===== src/rtl/clock_pkg.sv =====
// Shared types and constants for the real-time clock set-mode controller.
package clock_pkg;

  typedef enum logic {
    RUN = 1'b0,
    SET = 1'b1
  } state_t;

  localparam logic [3:0] POS_HT   = 4'b1000;
  localparam logic [3:0] POS_HU   = 4'b0100;
  localparam logic [3:0] POS_MT   = 4'b0010;
  localparam logic [3:0] POS_MU   = 4'b0001;
  localparam logic [3:0] POS_NONE = 4'b0000;

  localparam logic [3:0] MAX_HT     = 4'd2;
  localparam logic [3:0] MAX_HU_LOW = 4'd3;
  localparam logic [3:0] MAX_HU     = 4'd9;
  localparam logic [3:0] MAX_MT     = 4'd5;
  localparam logic [3:0] MAX_MU     = 4'd9;

  // Hours-units is capped at 3 only in the twenties (20..23).
  function automatic logic [3:0] digit_max(input logic [3:0] pos,
                                           input logic [3:0] hours_tens);
    logic [3:0] mx;
    mx = MAX_MU;
    case (pos)
      POS_HT:  mx = MAX_HT;
      POS_HU:  mx = (hours_tens == 4'd2) ? MAX_HU_LOW : MAX_HU;
      POS_MT:  mx = MAX_MT;
      default: mx = MAX_MU;
    endcase
    return mx;
  endfunction

endpackage


===== src/rtl/key_debounce.sv =====
// One push-button path: 2-flop synchronizer, level debounce, 1-cycle press pulse.
module key_debounce #(
  parameter logic [26:0] DEBOUNCE = 27'd1000000
) (
  input  logic clk,
  input  logic rst,
  input  logic btn,
  output logic press
);

  logic [1:0]  r_sync;
  logic [26:0] r_cnt;
  logic        r_level;
  logic        r_level_d;

  always_ff @(posedge clk) begin
    if (rst) begin
      r_sync    <= 2'b00;
      r_cnt     <= '0;
      r_level   <= 1'b0;
      r_level_d <= 1'b0;
    end else begin
      r_sync    <= {r_sync[0], btn};
      r_level_d <= r_level;
      // The count only survives while the synchronized level disagrees.
      if (r_sync[1] == r_level) begin
        r_cnt <= '0;
      end else if (r_cnt == DEBOUNCE - 27'd1) begin
        r_level <= ~r_level;
        r_cnt   <= '0;
      end else begin
        r_cnt <= r_cnt + 27'd1;
      end
    end
  end

  assign press = r_level & ~r_level_d;

endmodule


===== src/rtl/clock_set_ctrl.sv =====
// Set-mode controller: debounced buttons drive setflag/pos/setdigit of the clock core.
// Button press pulses are 1-cycle strobes; outputs update on the edge after a strobe.
module clock_set_ctrl
  import clock_pkg::*;
#(
  parameter logic [26:0] DEBOUNCE = 27'd1000000,
  parameter logic [31:0] TIMEOUT  = 32'd500000000
) (
  input  logic       clk,
  input  logic       rst,
  input  logic       btn_mode,
  input  logic       btn_next,
  input  logic       btn_inc,
  input  logic [3:0] digit1,
  input  logic [3:0] digit2,
  input  logic [3:0] digit3,
  input  logic [3:0] digit4,
  output logic       setflag,
  output logic [3:0] pos,
  output logic [3:0] setdigit,
  output state_t     dbg_state
);

  logic w_mode;
  logic w_next;
  logic w_inc;

  key_debounce #(.DEBOUNCE(DEBOUNCE)) u_deb_mode (
    .clk(clk), .rst(rst), .btn(btn_mode), .press(w_mode)
  );
  key_debounce #(.DEBOUNCE(DEBOUNCE)) u_deb_next (
    .clk(clk), .rst(rst), .btn(btn_next), .press(w_next)
  );
  key_debounce #(.DEBOUNCE(DEBOUNCE)) u_deb_inc (
    .clk(clk), .rst(rst), .btn(btn_inc), .press(w_inc)
  );

  state_t      r_state;
  logic [3:0]  r_pos;
  logic [3:0]  r_setdigit;
  logic [31:0] r_idle;

  state_t      w_state_nxt;
  logic [3:0]  w_pos_nxt;
  logic [3:0]  w_setdigit_nxt;
  logic [31:0] w_idle_nxt;
  logic [3:0]  w_pos_rot;
  logic [3:0]  w_seed;
  logic [3:0]  w_max;

  assign w_pos_rot = {r_pos[0], r_pos[3:1]};
  assign w_max     = digit_max(r_pos, digit1);

  always_comb begin
    w_seed = digit1;
    case (w_pos_rot)
      POS_HU:  w_seed = digit2;
      POS_MT:  w_seed = digit3;
      POS_MU:  w_seed = digit4;
      default: w_seed = digit1;
    endcase
  end

  always_comb begin
    w_state_nxt    = r_state;
    w_pos_nxt      = r_pos;
    w_setdigit_nxt = r_setdigit;
    w_idle_nxt     = r_idle;
    case (r_state)
      RUN: begin
        w_idle_nxt = '0;
        if (w_mode) begin
          w_state_nxt    = SET;
          w_pos_nxt      = POS_HT;
          w_setdigit_nxt = digit1;
        end
      end
      SET: begin
        // Priority mode > next > inc; any pulse also beats a coinciding timeout.
        if (w_mode) begin
          w_state_nxt = RUN;
          w_pos_nxt   = POS_NONE;
          w_idle_nxt  = '0;
        end else if (w_next) begin
          w_pos_nxt      = w_pos_rot;
          w_setdigit_nxt = w_seed;
          w_idle_nxt     = '0;
        end else if (w_inc) begin
          w_setdigit_nxt = (r_setdigit >= w_max) ? 4'd0 : r_setdigit + 4'd1;
          w_idle_nxt     = '0;
        end else if (r_idle == TIMEOUT - 32'd1) begin
          w_state_nxt = RUN;
          w_pos_nxt   = POS_NONE;
          w_idle_nxt  = '0;
        end else begin
          w_idle_nxt = r_idle + 32'd1;
        end
      end
      default: begin
        w_state_nxt = RUN;
        w_pos_nxt   = POS_NONE;
        w_idle_nxt  = '0;
      end
    endcase
  end

  always_ff @(posedge clk) begin
    if (rst) begin
      r_state    <= RUN;
      r_pos      <= POS_NONE;
      r_setdigit <= 4'd0;
      r_idle     <= '0;
    end else begin
      r_state    <= w_state_nxt;
      r_pos      <= w_pos_nxt;
      r_setdigit <= w_setdigit_nxt;
      r_idle     <= w_idle_nxt;
    end
  end

  assign setflag   = (r_state == SET);
  assign pos       = r_pos;
  assign setdigit  = r_setdigit;
  assign dbg_state = r_state;

endmodule


===== config.mk =====
export PLATFORM = sky130hd
export DESIGN_NAME = clock_set_ctrl
export DESIGN_NICKNAME = d
export VERILOG_FILES = /design/src/rtl/clock_pkg.sv /design/src/rtl/key_debounce.sv /design/src/rtl/clock_set_ctrl.sv
export SDC_FILE = /design/constraint.sdc
export NUM_CORES = 1
export LEC_CHECK = 0
export ABC_AREA = 1
export CAP_MARGIN = 15
export CORE_AREA = 8 8 124 126
export CTS_CLUSTER_SIZE = 20
export DETAILED_ROUTE_END_ITERATION = 8
export DIE_AREA = 0 0 132 134
export PLACE_DENSITY = 0.89
export SLEW_MARGIN = 20
export SYNTH_ARGS = -nofsm -noshare
export SYNTH_HDL_FRONTEND = slang
export SYNTH_HIERARCHICAL = 1
export SYNTH_SLANG_ARGS = --single-unit

===== constraint.sdc =====
create_clock -name clk -period 2.7 [get_ports clk]
set_clock_uncertainty 0.2 [all_clocks]
set_input_delay 0.405 -clock clk [delete_from_list [all_inputs] [get_ports clk]]
set_output_delay 0.405 -clock clk [all_outputs]
set_load 0.005 [all_outputs]

**Yosys cells after proc, flatten, opt, wreduce, memory -nomap -nowiden**

Cells that the tools add are included.
Widths: inputs -> output; s select.

- Output and inout port bits: 10
- Word-level logic and storage cells: 88
- Input port bits: 21
- Register bits after elaboration: 134

- Add/subtract/negate cells: 5
- Muxes and demuxes: 26
- Magnitude comparators: 1
- Equal/unequal tests: 19
- Reductions and logical operators: 8
- Bitwise operators: 13

Operators by type and width:

| operator | count |
|---|---|
| $mux 32 | 4 |
| $add 27x1->27 const B | 3 |
| $eq 27x20->1 const B | 3 |
| $pmux 32 s2 | 1 |
| $mux 4 | 11 |
| $add 32x1->32 const B | 1 |
| $eq 32x29->1 const B | 1 |
| $pmux 4 s3 | 2 |
| $pmux 4 s2 | 2 |
| $eq 4x2->1 const B | 3 |
| $not 1->1 | 10 |
| $reduce_or 3->1 | 3 |
| $eq 4x3->1 const B | 2 |
| $reduce_and 2->1 | 3 |
| $reduce_and 3->1 | 2 |
| $mux 1 | 5 |
| $add 4x1->4 const B | 1 |
| $eq 4x1->1 const B | 1 |
| $eq 4x4->1 const B | 1 |
| $ge 4x4->1 | 1 |
| $ne 4x1->1 const B | 1 |
| $ne 4x4->1 const B | 1 |
| $and 1x1->1 | 3 |
| $eq 1x1->1 | 3 |
| 4 further kinds | 4 |

**Longest topological paths before layout**

- Depth after elaboration: 9
- Mapped depth: 16
- Depth with buffers taken out: 16

**Hierarchy**

The synthesis kept the hierarchy.

By module, submodules not included:

| module | sequential area each (um^2) | instances | area an instance (um^2) | cells each |
|---|---|---|---|---|
| key_debounce | 620.6 | 3 | 1726.7 | 260 |
| clock_set_ctrl | 820.8 | 1 | 2703.8 | 432 |

**Worst setup path after synthesis**

OpenSTA, ideal clock, no wires.

- Path type: reg2reg
- From: register r_pos[2], in the netlist pos[2]
- To: register r_setdigit[1], in the netlist setdigit[1]
- Cell stages (with the launch flop): 14
- Library setup time: 0.070 ns
- Arrival: 1.930 ns
- Data required time: 2.430 ns
- Buffers on the path: 0
- Slack: 0.501 ns
- Clock period less this slack: 2.199 ns
- Cell sequence: dfxtp_1 > inv_1 > nor2_1 > nand2_1 > o21ai_0 > inv_1 > ha_1 > a21oi_1 > nand2_1 > nor2_1 > nand3_1 > nand3_1 > nand2_1 > a21oi_1

- Cells in the longest elaborated chain, start to end: 8
- Elaborated cells between the ends (all ways): 14
- Those cells by class: order compare (1); eq/ne (6); mux (7)

Ends and longest elaborated chain:

| item | RTL line | source |
|---|---|---|
| start, declared | clock_set_ctrl.sv:39 | `logic [3:0] r_pos;` |
| start signal, assigned | clock_set_ctrl.sv:115 | `r_pos <= w_pos_nxt;` |
| $eq 4x2->1, or another cell as far along | clock_pkg.sv:26 | `case (pos)` |
| $pmux 4 s3 | clock_pkg.sv:26 |  |
| $ge 4x4->1 | clock_set_ctrl.sv:89 | `w_setdigit_nxt = (r_setdigit >= w_max) ? 4'd0 : r_setdigit + 4'd1;` |
| $mux 4 | clock_set_ctrl.sv:89 |  |
| $mux 4 | clock_set_ctrl.sv:88 | `end else if (w_inc) begin` |
| $mux 4 * | clock_set_ctrl.sv:84 | `end else if (w_next) begin` |
| $mux 4 * | clock_set_ctrl.sv:80 | `if (w_mode) begin` |
| $pmux 4 s2 * | clock_set_ctrl.sv:69 | `case (r_state)` |
| end signal, assigned | clock_set_ctrl.sv:116 | `r_setdigit <= w_setdigit_nxt;` |
| end, declared | clock_set_ctrl.sv:40 | `logic [3:0] r_setdigit;` |

Mark *: on every way between the ends. The rest lies on a longest branch, timed or not. The select of a mux whose other input is x is not followed.
A chain may end at the register's enable or synchronous reset.

**Final worst setup path**

Same ends and word-level chain as after synthesis.

==> impl_metrics.json <==
{
  "fin_tns_setup_ps": 0,
  "seq_area_frac_synth_pct": 34.03,
  "end_kind": "flop",
  "grt_pass1_wl_um": 31840,
  "die_h_um": 134,
  "critical_path.top_delay_family": "simple AND/OR/NAND/NOR gates",
  "fillers": 1173,
  "drive_above_1_share_pct": 11.73,
  "die_w_um": 132,
  "core_mm2": 0.01350,
  "grt_pass1_vias": 7140,
  "diodes": 0,
  "vias": 7662,
  "crit_slowest_cell": "dfxtp_1",
  "yosysWarnings": 6,
  "totalWireLength_um": 18250,
  "critPathLaunchType": "flop",
  "worst-setup-path-type": "reg -> reg",
  "cts.reportedPaths.clkPinSlew_ps": 60,
  "grt_remaining_overflow": 0,
  "post_dp_cell_area_mm2": 0.008295,
  "yosysUniqueCellTypes": 39,
  "setup.worst_path.start": "pos[2]",
  "synth_edf_count": 0,
  "final_hold_viol_count": 0,
  "yosysTopAreaCell": "dfxtp_1",
  "min_to": "u_deb_next/r_sync[1]",
  "p_per_area_mw_per_mm2": 497.6,
  "fin_crit_ps": 2371,
  "slew_viol_final": 0,
  "post-route-util_pct": 65.92,
  "cts_htree_levels": 4,
  "timing.rr.start": "pos[2]",
  "reg2reg_to": "setdigit[1]",
  "hp-class": "reg -> reg",
  "hold_depth": 2,
  "cts_tree": "yes",
  "path_buf_inv": 2,
  "fin_area_mm2": 0.008902,
  "routabilityCongestion": 0.9453,
  "ff2ff_setup_slack_ps": 330,
  "synthArstFlopShare_pct": 0,
  "min_from": "u_deb_next/r_sync[0]",
  "clockBufferDepth": 2,
  "ant_nets": 0,
  "setup_viol_count_final": 0,
  "synth_area_leaders": "dfxtp_1, nand2_1, nor2_1",
  "grtUsageTotal_pct": 21.17,
  "place.port_buffers": 30,
  "max_freq_mhz": 421.8,
  "worstPathMaxFanout": 6,
  "period_share_pct": 87.81,
  "total_power_mw": 4.430,
  "dieArea_mm2": 0.01769,
  "cap_violations": 0,
  "grt_max_degree": 28,
  "final_nets": 1287,
  "antenna_found_initial": 0,
  "avgSynthCellArea_um2": 6.505,
  "required_ps": 2850,
  "relSlewSlack_pct": 58.56,
  "netlist.area_leader.share_pct": 34.03,
  "post-place-ws_ps": -68.94,
  "ys.flop_type": "dfxtp_1",
  "cts_buffers": 17,
  "hpwl_um": 13270,
  "status": "finished clean",
  "synth_commonest_cells": "nand2_1, nor2_1, inv_1, dfxtp_1, nand3_1",
  "vias_per_cell": 5.284,
  "tightest_slew_ps": 621.6,
  "cp.arrival_ps": 2520,
  "syn_nets": 1242,
  "critPathMaxStageDelay_ps": 370,
  "yosysMostFrequentCell": "nand2_1",
  "clock_latency_ps": 420,
  "clock-sinks": 134,
  "dr.pass1.iters": 6,
  "ios": 31,
  "root_buffer": "clkbuf_16",
  "synth_area_mm2": 0.007884,
  "worstRegToRegCells": 13,
  "fp-row-count": 43,
  "syn_inst": 1212,
  "cp_cell_sequence": "inv_1 -> nor2_1 -> nand2_2 -> o21ai_0 -> inv_1 -> ha_1 -> a21oi_1 -> nand2_1 -> nor2_1 -> nand3_1 -> nand3_1 -> nand2_1 -> a21oi_1",
  "drc": 0,
  "area_growth_pct": 12.92,
  "ir_worst_vdd_v": 0.0004902,
  "rsz0062_at_grt": "no",
  "initial_utilization_pct": 58.38,
  "synth-seq-cells": 134,
  "wl_per_cell_um": 12.58,
  "drtIter0Drc": 711,
  "finalWorstSetupSlack_ps": 329.1,
  "p_leak_nw": 2.967
}
[power by group]
group	switching, mW	internal [mW]	total [mW]	leakage [nW]
sequential	0.00262	1.98	1.99	1.08
clock	0.907	1.46	2.37	0.293
combinational	0.0374	0.0364	0.0739	1.59
[area by class of cell]
cell class / instances / area [um^2] / area share, %
repair buffers: 37 / 352.8 / 3.963
flip-flops and latches: 134 / 2683 / 30.13
inverters: 154 / 578.1 / 6.493
multi-input cells: 913 / 4459 / 50.09
clock inverters: 14 / 175.2 / 1.968
clock buffers: 18 / 429.2 / 4.821
well taps: 180 / 225.2 / 2.530
[how the worst max path moves through the flow]
stage / to / slack [ps] / cells past startpoint
2_1_floorplan: setdigit[1] / 500 / 13
3_3_place_gp: setdigit[1] / 6 / 14
3_5_place_dp: setdigit[1] / -70 / 14
4_1_cts: setdigit[3] / 330 / 13
5_1_grt: setdigit[3] / 20 / 14
6_report: setdigit[1] / 330 / 13
[cell usage in the layout (no fill, tap or decap), drive strengths merged]
cell / count
nand2: 372
nor2: 250
inv: 157
dfxtp: 134
nand3: 91
a21oi: 75
clkdlybuf4s50: 30
o21ai: 22
nor3: 20
xor2: 18
clkbuf: 18
xnor2: 14
nand4: 13
ha: 9
or2: 8
buf: 7
nand3b: 7
o21bai: 6
clkinv: 6
bufinv: 3
nor3b: 2
clkinvlp: 2
nor4: 2
a32oi: 1
o31ai: 1
a21boi: 1
a31oi: 1
[cell families after synthesis]
| logic type | share of synthesized area, % |
|---|---|
| simple gates | 42.87 |
| fa+ha+maj | 1.428 |
| compound gates | 8.681 |
| xor+xnor | 3.555 |
| flops | 34.03 |
| buf+inv | 9.443 |
[per-stage QoR]
stage | hold slack (ps) | std cells
floorplan | 188.3 | 1212
global placement | 196.6 | 1418
detailed placement | 198.8 | 1418
CTS | 213.5 | 1450
global route | 227.3 | 1450
finish | 209.9 | 1450
[worst reg2reg max path, delay by kind of cell (launching register included)]
kind | cells | cell delay, ps
AND/OR/NAND/NOR | 7 | 800
AO/OA/AOI/OAI | 3 | 500
flip-flops | 1 | 370
adder cells (fa/ha/maj) | 1 | 290
buffers and inverters | 2 | 150
[registers in the layout, indices dropped and copies added, names as in the netlist]
| name | cells |
|---|---|
| r_idle | 32 |
| dbg_state | 1 |
| u_deb_mode/r_sync | 2 |
| u_deb_next/r_level | 1 |
| u_deb_next/r_level_d | 1 |
| u_deb_inc/r_level_d | 1 |
| u_deb_inc/r_level | 1 |
| u_deb_mode/r_cnt | 27 |
| u_deb_next/r_sync | 2 |
| pos | 4 |
| u_deb_next/r_cnt | 27 |
| u_deb_inc/r_sync | 2 |
| setdigit | 4 |
| u_deb_inc/r_cnt | 27 |
| u_deb_mode/r_level_d | 1 |
| u_deb_mode/r_level | 1 |
[per-layer routing]
layer  vias up  GRT usage (%)  routed length [um]
li1       3890              -                   -
met1      3469          27.19                8472
met2       261          33.57                8240
met3        42          4.749                1099
met4         0          8.998                 433
met5         -              0                   0
[timing repair]
item | CTS | global route
setup buffers | 0 | 0
endpoints found under the setup margin | 0 | 1
hold buffers | 0 | 0
gates resized for setup | 0 | 1
Note: power is estimated with default switching activity, not from simulation.
